## config.mk

```make
export PLATFORM = sky130hd
export DESIGN_NAME = tls_monitor_flat
export DESIGN_NICKNAME = d
export VERILOG_FILES = /design/src/rtl/tls_pkg.sv /design/src/rtl/tls_monitor_if.sv /design/src/rtl/tls_lamp_decode.sv /design/src/rtl/tls_monitor.sv /design/src/flat_wrapper.sv
export SDC_FILE = /design/constraint.sdc
export NUM_CORES = 1
export LEC_CHECK = 0
export CAP_MARGIN = 20
export CORE_UTILIZATION = 45
export DETAILED_ROUTE_END_ITERATION = 6
export GPL_ROUTABILITY_DRIVEN = 0
export PLACE_DENSITY = 0.77
export SLEW_MARGIN = 30
export SYNTH_ARGS = -nofsm -noshare
export SYNTH_HDL_FRONTEND = slang
export SYNTH_SLANG_ARGS = --single-unit
```

## constraint.sdc

```tcl
create_clock -name clk -period 3.2 [get_ports clk]
set_clock_uncertainty 0.1 [all_clocks]
set_input_delay 0.64 -clock clk [delete_from_list [all_inputs] [get_ports clk]]
set_output_delay 0.64 -clock clk [all_outputs]
set_load 0.1 [all_outputs]
```

## src/rtl/tls_pkg.sv

```systemverilog
// Shared phase encoding and helpers for the traffic-light monitor.
package tls_pkg;

    typedef enum logic [1:0] {
        PH_IDLE   = 2'b00,
        PH_GREEN  = 2'b01,
        PH_YELLOW = 2'b10,
        PH_RED    = 2'b11
    } phase_t;

    function automatic phase_t next_phase(input phase_t p);
        case (p)
            PH_GREEN:  next_phase = PH_YELLOW;
            PH_YELLOW: next_phase = PH_RED;
            PH_RED:    next_phase = PH_GREEN;
            default:   next_phase = PH_IDLE;
        endcase
    endfunction

    // A programmed duration of zero stands for the full 2**dw range.
    function automatic int unsigned exp_len(input int unsigned d, input int unsigned dw);
        exp_len = (d == 0) ? (32'd1 << dw) : d;
    endfunction

endpackage

```

## src/rtl/tls_monitor_if.sv

```systemverilog
// Observation bundle between the light controller, its lamps and the monitor.
// No backpressure anywhere: inputs are sampled every clock, meas_valid and the err pulses are one-cycle strobes.
interface tls_monitor_if #(
    parameter int DW = 4,
    parameter int CW = 5
);
    logic          Set, Stop, Jump;
    logic [DW-1:0] Gin, Yin, Rin;
    logic          Gl, Yl, Rl;
    logic [1:0]    phase;
    logic          meas_valid;
    logic [1:0]    meas_phase;
    logic [CW-1:0] meas_len;
    logic          meas_forced;
    logic          seq_err, dur_err, ill_err;
    logic [7:0]    err_cnt;
    logic [1:0]    dbg_prev;

    modport master (
        output Set, Stop, Jump, Gin, Yin, Rin, Gl, Yl, Rl,
        input  phase, meas_valid, meas_phase, meas_len, meas_forced,
        input  seq_err, dur_err, ill_err, err_cnt, dbg_prev
    );

    modport slave (
        input  Set, Stop, Jump, Gin, Yin, Rin, Gl, Yl, Rl,
        output phase, meas_valid, meas_phase, meas_len, meas_forced,
        output seq_err, dur_err, ill_err, err_cnt, dbg_prev
    );
endinterface

```

## src/rtl/tls_lamp_decode.sv

```systemverilog
// Combinational lamp decoder: exactly one lamp lit names the phase, more than one is illegal.
import tls_pkg::*;

module tls_lamp_decode (
    input  logic   i_g,
    input  logic   i_y,
    input  logic   i_r,
    output phase_t o_phase,
    output logic   o_ill
);
    always_comb begin
        o_phase = PH_IDLE;
        o_ill   = 1'b0;
        case ({i_g, i_y, i_r})
            3'b100:  o_phase = PH_GREEN;
            3'b010:  o_phase = PH_YELLOW;
            3'b001:  o_phase = PH_RED;
            3'b000:  o_phase = PH_IDLE;
            default: o_ill   = 1'b1;
        endcase
    end
endmodule

```

## src/rtl/tls_monitor.sv

```systemverilog
// Traffic-light phase monitor: measures each lamp phase run and flags order, duration and pattern errors.
// Optional saturating error counter enabled by defining TLS_MON_ERRCNT_EN.
import tls_pkg::*;

module tls_monitor #(
    parameter int DW = 4,
    parameter int CW = 5
) (
    input logic          clk,
    input logic          reset,
    tls_monitor_if.slave mon
);
    phase_t        w_cur;
    logic          w_ill, w_abort;
    phase_t        r_prev, r_pend, w_prev_n, w_pend_n;
    logic [CW-1:0] r_run, w_run_n, w_run_inc;
    logic [DW-1:0] r_gd, r_yd, r_rd, w_dur_cfg;
    logic [CW-1:0] w_exp;
    logic          w_mv, w_mf, w_seq, w_dur;
    phase_t        w_mph;
    logic [CW-1:0] w_mlen;
    phase_t        r_phase, r_mph;
    logic          r_mv, r_mf, r_seq, r_dur, r_ill;
    logic [CW-1:0] r_mlen;

    tls_lamp_decode u_dec (
        .i_g     (mon.Gl),
        .i_y     (mon.Yl),
        .i_r     (mon.Rl),
        .o_phase (w_cur),
        .o_ill   (w_ill)
    );

    assign w_abort   = mon.Set | mon.Jump | w_ill;
    assign w_run_inc = (r_run == '1) ? r_run : r_run + {{(CW-1){1'b0}}, ~mon.Stop};

    always_comb begin
        case (r_prev)
            PH_GREEN:  w_dur_cfg = r_gd;
            PH_YELLOW: w_dur_cfg = r_yd;
            PH_RED:    w_dur_cfg = r_rd;
            default:   w_dur_cfg = '0;
        endcase
    end
    assign w_exp = CW'(exp_len(32'(w_dur_cfg), DW));

    // Next-state: abort beats phase change beats continuing the current run.
    always_comb begin
        w_prev_n = r_prev;
        w_pend_n = r_pend;
        w_run_n  = r_run;
        w_mv     = 1'b0;
        w_mf     = 1'b0;
        w_mph    = PH_IDLE;
        w_mlen   = '0;
        w_seq    = 1'b0;
        if (w_abort) begin
            if (r_prev != PH_IDLE) begin
                w_mv   = 1'b1;
                w_mf   = 1'b1;
                w_mph  = r_prev;
                w_mlen = (w_cur == r_prev) ? w_run_inc : r_run;
            end
            w_prev_n = PH_IDLE;
            w_run_n  = '0;
            if (mon.Set)       w_pend_n = PH_GREEN;
            else if (mon.Jump) w_pend_n = PH_RED;
        end else if (w_cur != r_prev && w_cur != PH_IDLE) begin
            if (r_prev != PH_IDLE) begin
                w_mv   = 1'b1;
                w_mph  = r_prev;
                w_mlen = r_run;
            end
            if (r_pend != PH_IDLE) begin
                w_seq    = (w_cur != r_pend);
                w_pend_n = PH_IDLE;
            end else if (r_prev != PH_IDLE) begin
                w_seq = (w_cur != next_phase(r_prev));
            end
            w_run_n  = {{(CW-1){1'b0}}, ~mon.Stop};
            w_prev_n = w_cur;
        end else if (w_cur == PH_IDLE && r_prev != PH_IDLE) begin
            w_mv     = 1'b1;
            w_mf     = 1'b1;
            w_mph    = r_prev;
            w_mlen   = r_run;
            w_prev_n = PH_IDLE;
            w_run_n  = '0;
        end else if (w_cur != PH_IDLE) begin
            w_run_n = w_run_inc;
        end
    end

    assign w_dur = w_mv & ~w_mf & (w_mlen != w_exp);

    always_ff @(posedge clk) begin
        if (reset) begin
            r_prev  <= PH_IDLE;
            r_pend  <= PH_IDLE;
            r_run   <= '0;
            r_gd    <= '0;
            r_yd    <= '0;
            r_rd    <= '0;
            r_phase <= PH_IDLE;
            r_mv    <= 1'b0;
            r_mph   <= PH_IDLE;
            r_mlen  <= '0;
            r_mf    <= 1'b0;
            r_seq   <= 1'b0;
            r_dur   <= 1'b0;
            r_ill   <= 1'b0;
        end else begin
            r_prev  <= w_prev_n;
            r_pend  <= w_pend_n;
            r_run   <= w_run_n;
            if (mon.Set) begin
                r_gd <= mon.Gin;
                r_yd <= mon.Yin;
                r_rd <= mon.Rin;
            end
            r_phase <= w_cur;
            r_mv    <= w_mv;
            r_mph   <= w_mph;
            r_mlen  <= w_mlen;
            r_mf    <= w_mf;
            r_seq   <= w_seq;
            r_dur   <= w_dur;
            r_ill   <= w_ill;
        end
    end

`ifdef TLS_MON_ERRCNT_EN
    logic [7:0] r_err_cnt;
    logic [9:0] w_sum;
    // Counts alongside the pulses it sums, so err_cnt and the pulses update on the same edge.
    assign w_sum = {2'b00, r_err_cnt} + {9'd0, w_seq} + {9'd0, w_dur} + {9'd0, w_ill};
    always_ff @(posedge clk) begin
        if (reset || mon.Set) r_err_cnt <= '0;
        else                  r_err_cnt <= (w_sum > 10'd255) ? 8'd255 : w_sum[7:0];
    end
    assign mon.err_cnt = r_err_cnt;
`else
    assign mon.err_cnt = '0;
`endif

    assign mon.phase       = r_phase;
    assign mon.meas_valid  = r_mv;
    assign mon.meas_phase  = r_mph;
    assign mon.meas_len    = r_mlen;
    assign mon.meas_forced = r_mf;
    assign mon.seq_err     = r_seq;
    assign mon.dur_err     = r_dur;
    assign mon.ill_err     = r_ill;
    assign mon.dbg_prev    = r_prev;
endmodule

```

## src/flat_wrapper.sv

```systemverilog
// flat-port wrapper written by rule: the top's interface ports become plain ports
module tls_monitor_flat 
#(
    parameter int DW = 4,
    parameter int CW = 5
)
  (clk, reset, mon_Set, mon_Stop, mon_Jump, mon_Gin, mon_Yin, mon_Rin, mon_Gl, mon_Yl, mon_Rl, mon_phase, mon_meas_valid, mon_meas_phase, mon_meas_len, mon_meas_forced, mon_seq_err, mon_dur_err, mon_ill_err, mon_err_cnt, mon_dbg_prev);
  tls_monitor_if #(.DW(DW), .CW(CW)) mon_i ();
  input logic clk;
  input logic reset;
  input wire logic [$bits(mon_i.Set)-1:0] mon_Set;
  input wire logic [$bits(mon_i.Stop)-1:0] mon_Stop;
  input wire logic [$bits(mon_i.Jump)-1:0] mon_Jump;
  input wire logic [$bits(mon_i.Gin)-1:0] mon_Gin;
  input wire logic [$bits(mon_i.Yin)-1:0] mon_Yin;
  input wire logic [$bits(mon_i.Rin)-1:0] mon_Rin;
  input wire logic [$bits(mon_i.Gl)-1:0] mon_Gl;
  input wire logic [$bits(mon_i.Yl)-1:0] mon_Yl;
  input wire logic [$bits(mon_i.Rl)-1:0] mon_Rl;
  output wire logic [$bits(mon_i.phase)-1:0] mon_phase;
  output wire logic [$bits(mon_i.meas_valid)-1:0] mon_meas_valid;
  output wire logic [$bits(mon_i.meas_phase)-1:0] mon_meas_phase;
  output wire logic [$bits(mon_i.meas_len)-1:0] mon_meas_len;
  output wire logic [$bits(mon_i.meas_forced)-1:0] mon_meas_forced;
  output wire logic [$bits(mon_i.seq_err)-1:0] mon_seq_err;
  output wire logic [$bits(mon_i.dur_err)-1:0] mon_dur_err;
  output wire logic [$bits(mon_i.ill_err)-1:0] mon_ill_err;
  output wire logic [$bits(mon_i.err_cnt)-1:0] mon_err_cnt;
  output wire logic [$bits(mon_i.dbg_prev)-1:0] mon_dbg_prev;
  assign mon_i.Set = mon_Set;
  assign mon_i.Stop = mon_Stop;
  assign mon_i.Jump = mon_Jump;
  assign mon_i.Gin = mon_Gin;
  assign mon_i.Yin = mon_Yin;
  assign mon_i.Rin = mon_Rin;
  assign mon_i.Gl = mon_Gl;
  assign mon_i.Yl = mon_Yl;
  assign mon_i.Rl = mon_Rl;
  assign mon_phase = mon_i.phase;
  assign mon_meas_valid = mon_i.meas_valid;
  assign mon_meas_phase = mon_i.meas_phase;
  assign mon_meas_len = mon_i.meas_len;
  assign mon_meas_forced = mon_i.meas_forced;
  assign mon_seq_err = mon_i.seq_err;
  assign mon_dur_err = mon_i.dur_err;
  assign mon_ill_err = mon_i.ill_err;
  assign mon_err_cnt = mon_i.err_cnt;
  assign mon_dbg_prev = mon_i.dbg_prev;
  tls_monitor #(.DW(DW), .CW(CW)) u_core (.clk(clk), .reset(reset), .mon(mon_i));
endmodule
```

==> results_dict.tcl, run 1 <==
set metrics [dict create \
    status "finished clean" \
    first_pass_iters 4 \
    grt_use_total_pct 20.1 \
    die-height_um 67.8 \
    cts_setup_buffers 0 \
    fmax_ghz 0.374 \
    hp-start "u_core.r_gd[0]" \
    layout.area.seq_um2 701 \
    clock-sinks 35 \
    cts_tree "done" \
    drive_gt1_share_pct 15.2 \
    antenna_found_initial 0 \
    nets 290 \
    maxSlewHeadroom_pct 55.8 \
    cellLeakagePower_uw 0.000964 \
    root_buffer "clkbuf_8" \
    slowest_stage "or4_4" \
    drt-vias-per-instance 5.25 \
    synth-edff-count 0 \
    setup_viol_count_final 0 \
    grt_pass1_wl_mm 6.88 \
    crit_path_frequent_cell "o211a_1" \
    grt_max_degree 22 \
    cts_buffers 5 \
    cp_cell_sequence "clkdlybuf4s50_1 -> or4_4 -> o211a_1 -> o21bai_4 -> nor2_1 -> a221oi_1 -> a32oi_1 -> o211a_1" \
    drcViolationCount 0 \
    start_util_pct 47.6 \
    cts.reportedPaths.clkPinSlew_ns 0.07 \
    cts_buffer_depth 2 \
    end_kind "flip-flop" \
    finalCritPeriodShare_pct 83.6 \
    cp_data_required_time_ns 3.28 \
    io_pins 44 \
    multi_input_comb_area_um2 1130 \
    worstPathArrival_ns 2.76 \
    grt-ovfl-total 0 \
    avgSynthCellArea_um2 8.65 \
    clk_latency_ns 0.28 \
    hold_class "flip-flop to flip-flop" \
    synthDistinctLibCells 52 \
    routed_wl_mm 4.02 \
    hpwl_mm 3.04 \
    slowest_delay_ns 0.52 \
    finalHoldViolCount 0 \
    placementRows 23 \
    fp.coreArea_um2 4090 \
    pwr_density_cell_nw_per_um2 395 \
    path_delay_family "compound AO/OA/AOI/OAI gates" \
    met2_length_mm 1.75 \
    synthArstFlopShare_pct 0 \
    p_total_uw 937 \
    cts_hold_buf 0 \
    synthesis.area_um2 1950 \
    irDropWorstVdd_v 0.000238 \
    slew_violations 0 \
    die_x_um 67.8 \
    cts_htree_levels 2 \
    rr_worst_depth 8 \
    num_vias 1649 \
    cap_violations 0 \
    grt_pass1_vias 1475 \
    path_max_fanout 5 \
    drt_iter0_markers 143 \
    fin_crit_ns 2.67 \
    rr_endpoint "u_core.mon.seq_err" \
    seq_area_frac_synth_pct 36.0 \
    final.setup.tns_ns 0 \
    whs_ns 0.398 \
    synthCells 225 \
    worstMarginPinSlew_ns 0.663 \
    whs_endpoint "u_core.r_gd[0]" \
    fill_cells 385 \
    post_drt_wl_per_cell_um 12.8 \
    syn2layout_area_growth_pct 21.9 \
    reg2reg_slack_ns 0.72 \
    io_buffers 35 \
    wl_met3_um 197 \
    dp.cells 306 \
    crit-reg2reg-launch "u_core.mon.dbg_prev[1]" \
    rsz0062_at_grt "false" \
    n_antenna_cell 0 \
    die_area_um2 4590 \
    start_kind "input pin" \
    top_layer_used "met4" \
    path_class "input pin to flip-flop" \
    yosys_most_used_dff "dfxtp_1" \
    critical_path_buf_inv_count 1 \
    synth_warnings 0 \
    ant_nets 0 \
    wl_met1_mm 2.02 \
    whs_path_depth 2 \
    post_cts_resize_count 0 \
    final_cell_count_no_fill 314 \
    ys_ff_latch 35 \
]
## metrics by stage
stage	instance area (um2)	util [%]	setup WS, ns
2_1_floorplan	1970	-	0.175
3_3_place_gp	2290	56.1	0.261
3_5_place_dp	2290	56.1	0.237
4_1_cts	2370	58.1	0.545
5_1_grt	2370	58.1	0.394
6_report	2370	58.1	0.525
## how the worst max path moves through the flow
stage / slack (ns) / startpoint / cells past startpoint / end
2_1_floorplan: 0.18 / u_core.mon.dbg_prev[1] / 8 / u_core.mon.seq_err
3_3_place_gp: 0.26 / mon_Yl / 8 / u_core.mon.dur_err
6_report: 0.53 / mon_Yl / 8 / u_core.mon.dur_err
4_1_cts: 0.55 / mon_Yl / 8 / u_core.mon.dur_err
5_1_grt: 0.39 / mon_Rl / 9 / u_core.mon.dur_err
3_5_place_dp: 0.24 / mon_Yl / 8 / u_core.mon.dur_err
## layout by cell type, fill, tap and decap left out, types with 2 or more instances in the layout
cell / n
nor2_1: 42
mux2i_1: 15
a211oi_1: 2
nand4bb_1: 2
a21oi_1: 12
or2_2: 3
and2_1: 2
nand3_1: 3
a31oi_1: 2
buf_4: 23
o21ai_0: 4
nand2_1: 9
a211o_1: 2
dfxtp_1: 35
conb_1: 8
o32ai_1: 3
o211a_1: 2
a22oi_1: 2
o211ai_1: 3
clkdlybuf4s50_1: 19
nor2b_1: 2
inv_1: 10
a222oi_1: 4
o21ai_1: 2
clkbuf_1: 2
ha_1: 7
nor3_1: 8
nand2b_1: 4
a22o_1: 2
clkbuf_8: 5
xnor2_1: 4
## sequential cells by signal (all words and copies together) (netlist names)
register                flops
u_core.r_yd                 4
u_core.mon.ill_err          1
u_core.r_run                5
u_core.mon.phase            2
u_core.r_gd                 4
u_core.mon.seq_err          1
u_core.mon.meas_phase       2
u_core.mon.meas_forced      1
u_core.mon.meas_valid       1
u_core.mon.dur_err          1
u_core.mon.meas_len         5
u_core.r_rd                 4
u_core.mon.dbg_prev         2
u_core.r_pend               2
## cell type report
type	instances	share of cell area, %
clock buffer	7	3.22
clock inverter	1	0.211
inverter	10	1.58
multi-input combinational	169	47.5
sequential	35	29.5
tap	50	2.64
timing repair buffer	42	15.3
## where the power goes
group          leakage, uW  internal, uW  switching [uW]  total (uW)
clock            0.0000422           153             152         305
sequential        0.000285           449            7.58         456
combinational     0.000636          61.3             115         176
## per-layer routing
| metal | up-vias | global-route usage (%) |
|---|---|---|
| met2 | 41 | 30.8 |
| li1 | 867 | - |
| met3 | 5 | 5.07 |
| met4 | 0 | 6.25 |
| met5 | - | 0 |
| met1 | 736 | 27.3 |
## Yosys cell counts (2+ instances only)
library cell / count / area, um2
a211o_1: 2 / 17.5
a211oi_1: 2 / 15.0
a21oi_1: 12 / 60.1
a222oi_1: 4 / 40.0
a22o_1: 2 / 17.5
a22oi_1: 2 / 15.0
a31oi_1: 2 / 12.5
and2_1: 2 / 12.5
buf_2: 2 / 10.0
buf_4: 8 / 60.1
clkbuf_1: 6 / 22.5
dfxtp_1: 35 / 701
ha_1: 7 / 87.6
inv_1: 10 / 37.5
mux2i_1: 15 / 150
nand2_1: 9 / 33.8
nand2b_1: 4 / 25.0
nand3_1: 3 / 15.0
nand4bb_1: 2 / 22.5
nor2_1: 42 / 158
nor2b_1: 2 / 12.5
nor3_1: 8 / 40.0
o211a_1: 2 / 20.0
o211ai_1: 3 / 22.5
o21ai_0: 4 / 20.0
o21ai_1: 2 / 10.0
o32ai_1: 3 / 26.3
or2_2: 3 / 18.8
xnor2_1: 4 / 35.0
## kinds of logic after synthesis
family	Yosys count	share of synthesized area, %
flops	35	36.0
mux	15	7.71
simple gates	81	19.7
fa+ha+maj	8	5.08
compound gates	53	22.0
xor+xnor	4	1.80
other cells	1	0.193
buf+inv	28	7.46
## worst register-to-register path, stage by stage, from the launching register on
cell and delay (ns):
dfxtp_1 0.56, inv_1 0.16, ha_1 0.35, xnor2_1 0.14, a22o_1 0.20, a2111o_1 0.44
a211oi_1 0.23, o21ai_1 0.10, a21oi_1 0.14
(Power assumes the default switching activity.)
==> run 2: changes to the inputs <==
--- a/config.mk
+++ b/config.mk
@@ -9,7 +9,7 @@
 export CORE_UTILIZATION = 45
 export DETAILED_ROUTE_END_ITERATION = 6
 export GPL_ROUTABILITY_DRIVEN = 0
-export PLACE_DENSITY = 0.77
+export PLACE_DENSITY = 0.8
 export SLEW_MARGIN = 30
 export SYNTH_ARGS = -nofsm -noshare
 export SYNTH_HDL_FRONTEND = slang
==> constraint.sdc (replaced) <==
create_clock -name clk -period 2.3 [get_ports clk]
set_clock_uncertainty 0.1 [all_clocks]
set_input_delay 0.46 -clock clk [delete_from_list [all_inputs] [get_ports clk]]
set_output_delay 0.46 -clock clk [all_outputs]
set_load 0.1 [all_outputs]
==> run 2 against run 1 <==
Hold slack lost 0.0060 ns. Core utilization is 8.0 points higher. Sequential power is 39% higher. Clock power is 60% higher. Sequential cell count is the same. Count of clock-buffer cells in the layout is 1 higher. Cell count grew 10%. Cell area grew 14%. Die area did not move. Global-route usage increased by 3.5 points. Sequential share of layout area down 3.3 points.
==> results_dict.tcl, run 2 (synthesized netlist as in run 1, its figures left out) <==
set metrics [dict create \
    drt_iter0_markers 156 \
    setup.worst_path.start "u_core.mon.dbg_prev[0]" \
    finalHoldViolCount 0 \
    slowest_delay_ns 0.54 \
    io_buffers 35 \
    syn2layout_area_growth_pct 38.6 \
    setup_viol_count_final 0 \
    cts.reportedPaths.clkPinSlew_ns 0.07 \
    final_cell_mix "54 x buf_4, 41 x nor2_1, 33 x dfxtp_1" \
    start_util_pct 47.6 \
    final_common_cell "buf_4" \
    ant_nets 0 \
    fmax_ghz 0.441 \
    met2_length_mm 2.38 \
    cts_htree_levels 2 \
    start_kind "flip-flop" \
    whs_path_depth 3 \
    clock-sinks 35 \
    post_drt_wl_per_cell_um 13.8 \
    worstPathArrival_ns 2.35 \
    path_max_fanout 5 \
    wl_met3_um 247 \
    root_buffer "clkbuf_8" \
    num_vias 1869 \
    cp_cell_sequence "or4_4 -> o211a_4 -> o21bai_4 -> o32a_4 -> mux2i_1 -> a32oi_1 -> o211a_1" \
    finalCritPeriodShare_pct 98.7 \
    path_class "flip-flop to flip-flop" \
    placed_cell_area_um2 2540 \
    routed_wl_mm 4.79 \
    n_antenna_cell 0 \
    drcViolationCount 0 \
    worstMarginPinSlew_ns 0.521 \
    place_ws_ns -0.577 \
    grt_use_total_pct 23.6 \
    first_pass_iters 4 \
    rr_worst_depth 7 \
    pwr_density_cell_nw_per_um2 517 \
    drt-vias-per-instance 5.40 \
    cts_buffer_depth 2 \
    status "finished clean" \
    drive_gt1_share_pct 29.1 \
    cp_data_required_time_ns 2.38 \
    nets 322 \
    slew_violations 0 \
    grt-ovfl-total 0 \
    io_pins 44 \
    crit-reg2reg-launch "u_core.mon.dbg_prev[0]" \
    slowest_stage "or4_4" \
    hp-start "mon_Yl" \
    grt_max_degree 16 \
    rr_endpoint "u_core.mon.dur_err" \
    die_x_um 67.8 \
    design_area_um2 2700 \
    die_area_um2 4590 \
    cts_tree "done" \
    die-height_um 67.8 \
    antenna_found_initial 0 \
    cap_violations 0 \
    fp.coreArea_um2 4090 \
    top_layer_used "met4" \
    placementRows 23 \
    p_total_uw 1400 \
    maxSlewHeadroom_pct 65.3 \
    rsz0062_at_grt "true" \
    reg2reg_slack_ns 0.03 \
    irDropWorstVdd_v 0.000338 \
    grt_pass1_vias 1779 \
    wl_met1_mm 2.06 \
    cp-endpoint "u_core.mon.dur_err" \
    fin_crit_ns 2.27 \
    setup_slack_ns 0.0300 \
    clk_latency_ns 0.29 \
    cts_buffers 5 \
    cellLeakagePower_uw 0.00113 \
    hold_class "input pin to flip-flop" \
    grt_pass1_wl_mm 7.96 \
    hpwl_mm 3.62 \
    end_kind "flip-flop" \
]
[run 2: layout make-up]
type,instances,area [um2]
clock buffers,8,100
fillers,337,1390
inverters,10,37.5
multi-input cells,169,1180
flip-flops and latches,35,708
well taps,50,62.6
repair buffers,74,608
[run 2: power breakdown]
| group | switching [uW] | internal, uW | leakage, uW |
|---|---|---|---|
| combinational | 169 | 103 | 0.000796 |
| clock | 216 | 273 | 0.0000515 |
| sequential | 11.2 | 622 | 0.000287 |
| total | 397 | 999 | 0.00113 |
[run 2: how the worst min path moves through the flow]
stage,end
after floorplan,u_core.r_gd[0]
after global placement,u_core.r_gd[1]
after detailed placement,u_core.r_yd[2]
after CTS,u_core.mon.phase[0]
after global routing,u_core.mon.phase[0]
final,u_core.mon.phase[0]
[run 2: worst max-delay path, delay by kind of cell, from the launching register on]
family	cells	cell delay [ns]
AOI/OAI and AO/OA	5	0.94
and+or+nand+nor	1	0.54
muxes	1	0.21
DFF	1	0.36
[run 2: repair_timing]
item	4_1_cts	5_1_grt
endpoints found under the setup margin	7	2
gates resized for setup	15	2
hold buffers	0	0
buffers inserted	2	0
pin swaps	7	1
[run 2: through the flow]
| stage | hold slack [ns] | TNS (ns) | instances | util, % |
|---|---|---|---|---|
| floorplan | 0.359 | -0.0390 | 232 | - |
| global placement | 0.371 | -4.28 | 336 | 62.1 |
| detailed placement | 0.391 | -4.90 | 336 | 62.1 |
| CTS | 0.388 | 0 | 346 | 65.9 |
| global route | 0.398 | -0.0588 | 346 | 66.0 |
| finish | 0.392 | 0 | 346 | 66.0 |
[run 2: routing by layer]
metal	global-route usage, %	up-vias
li1	-	936
met1	26.7	866
met2	41.5	57
met3	5.91	10
met4	10.2	0
met5	0	-
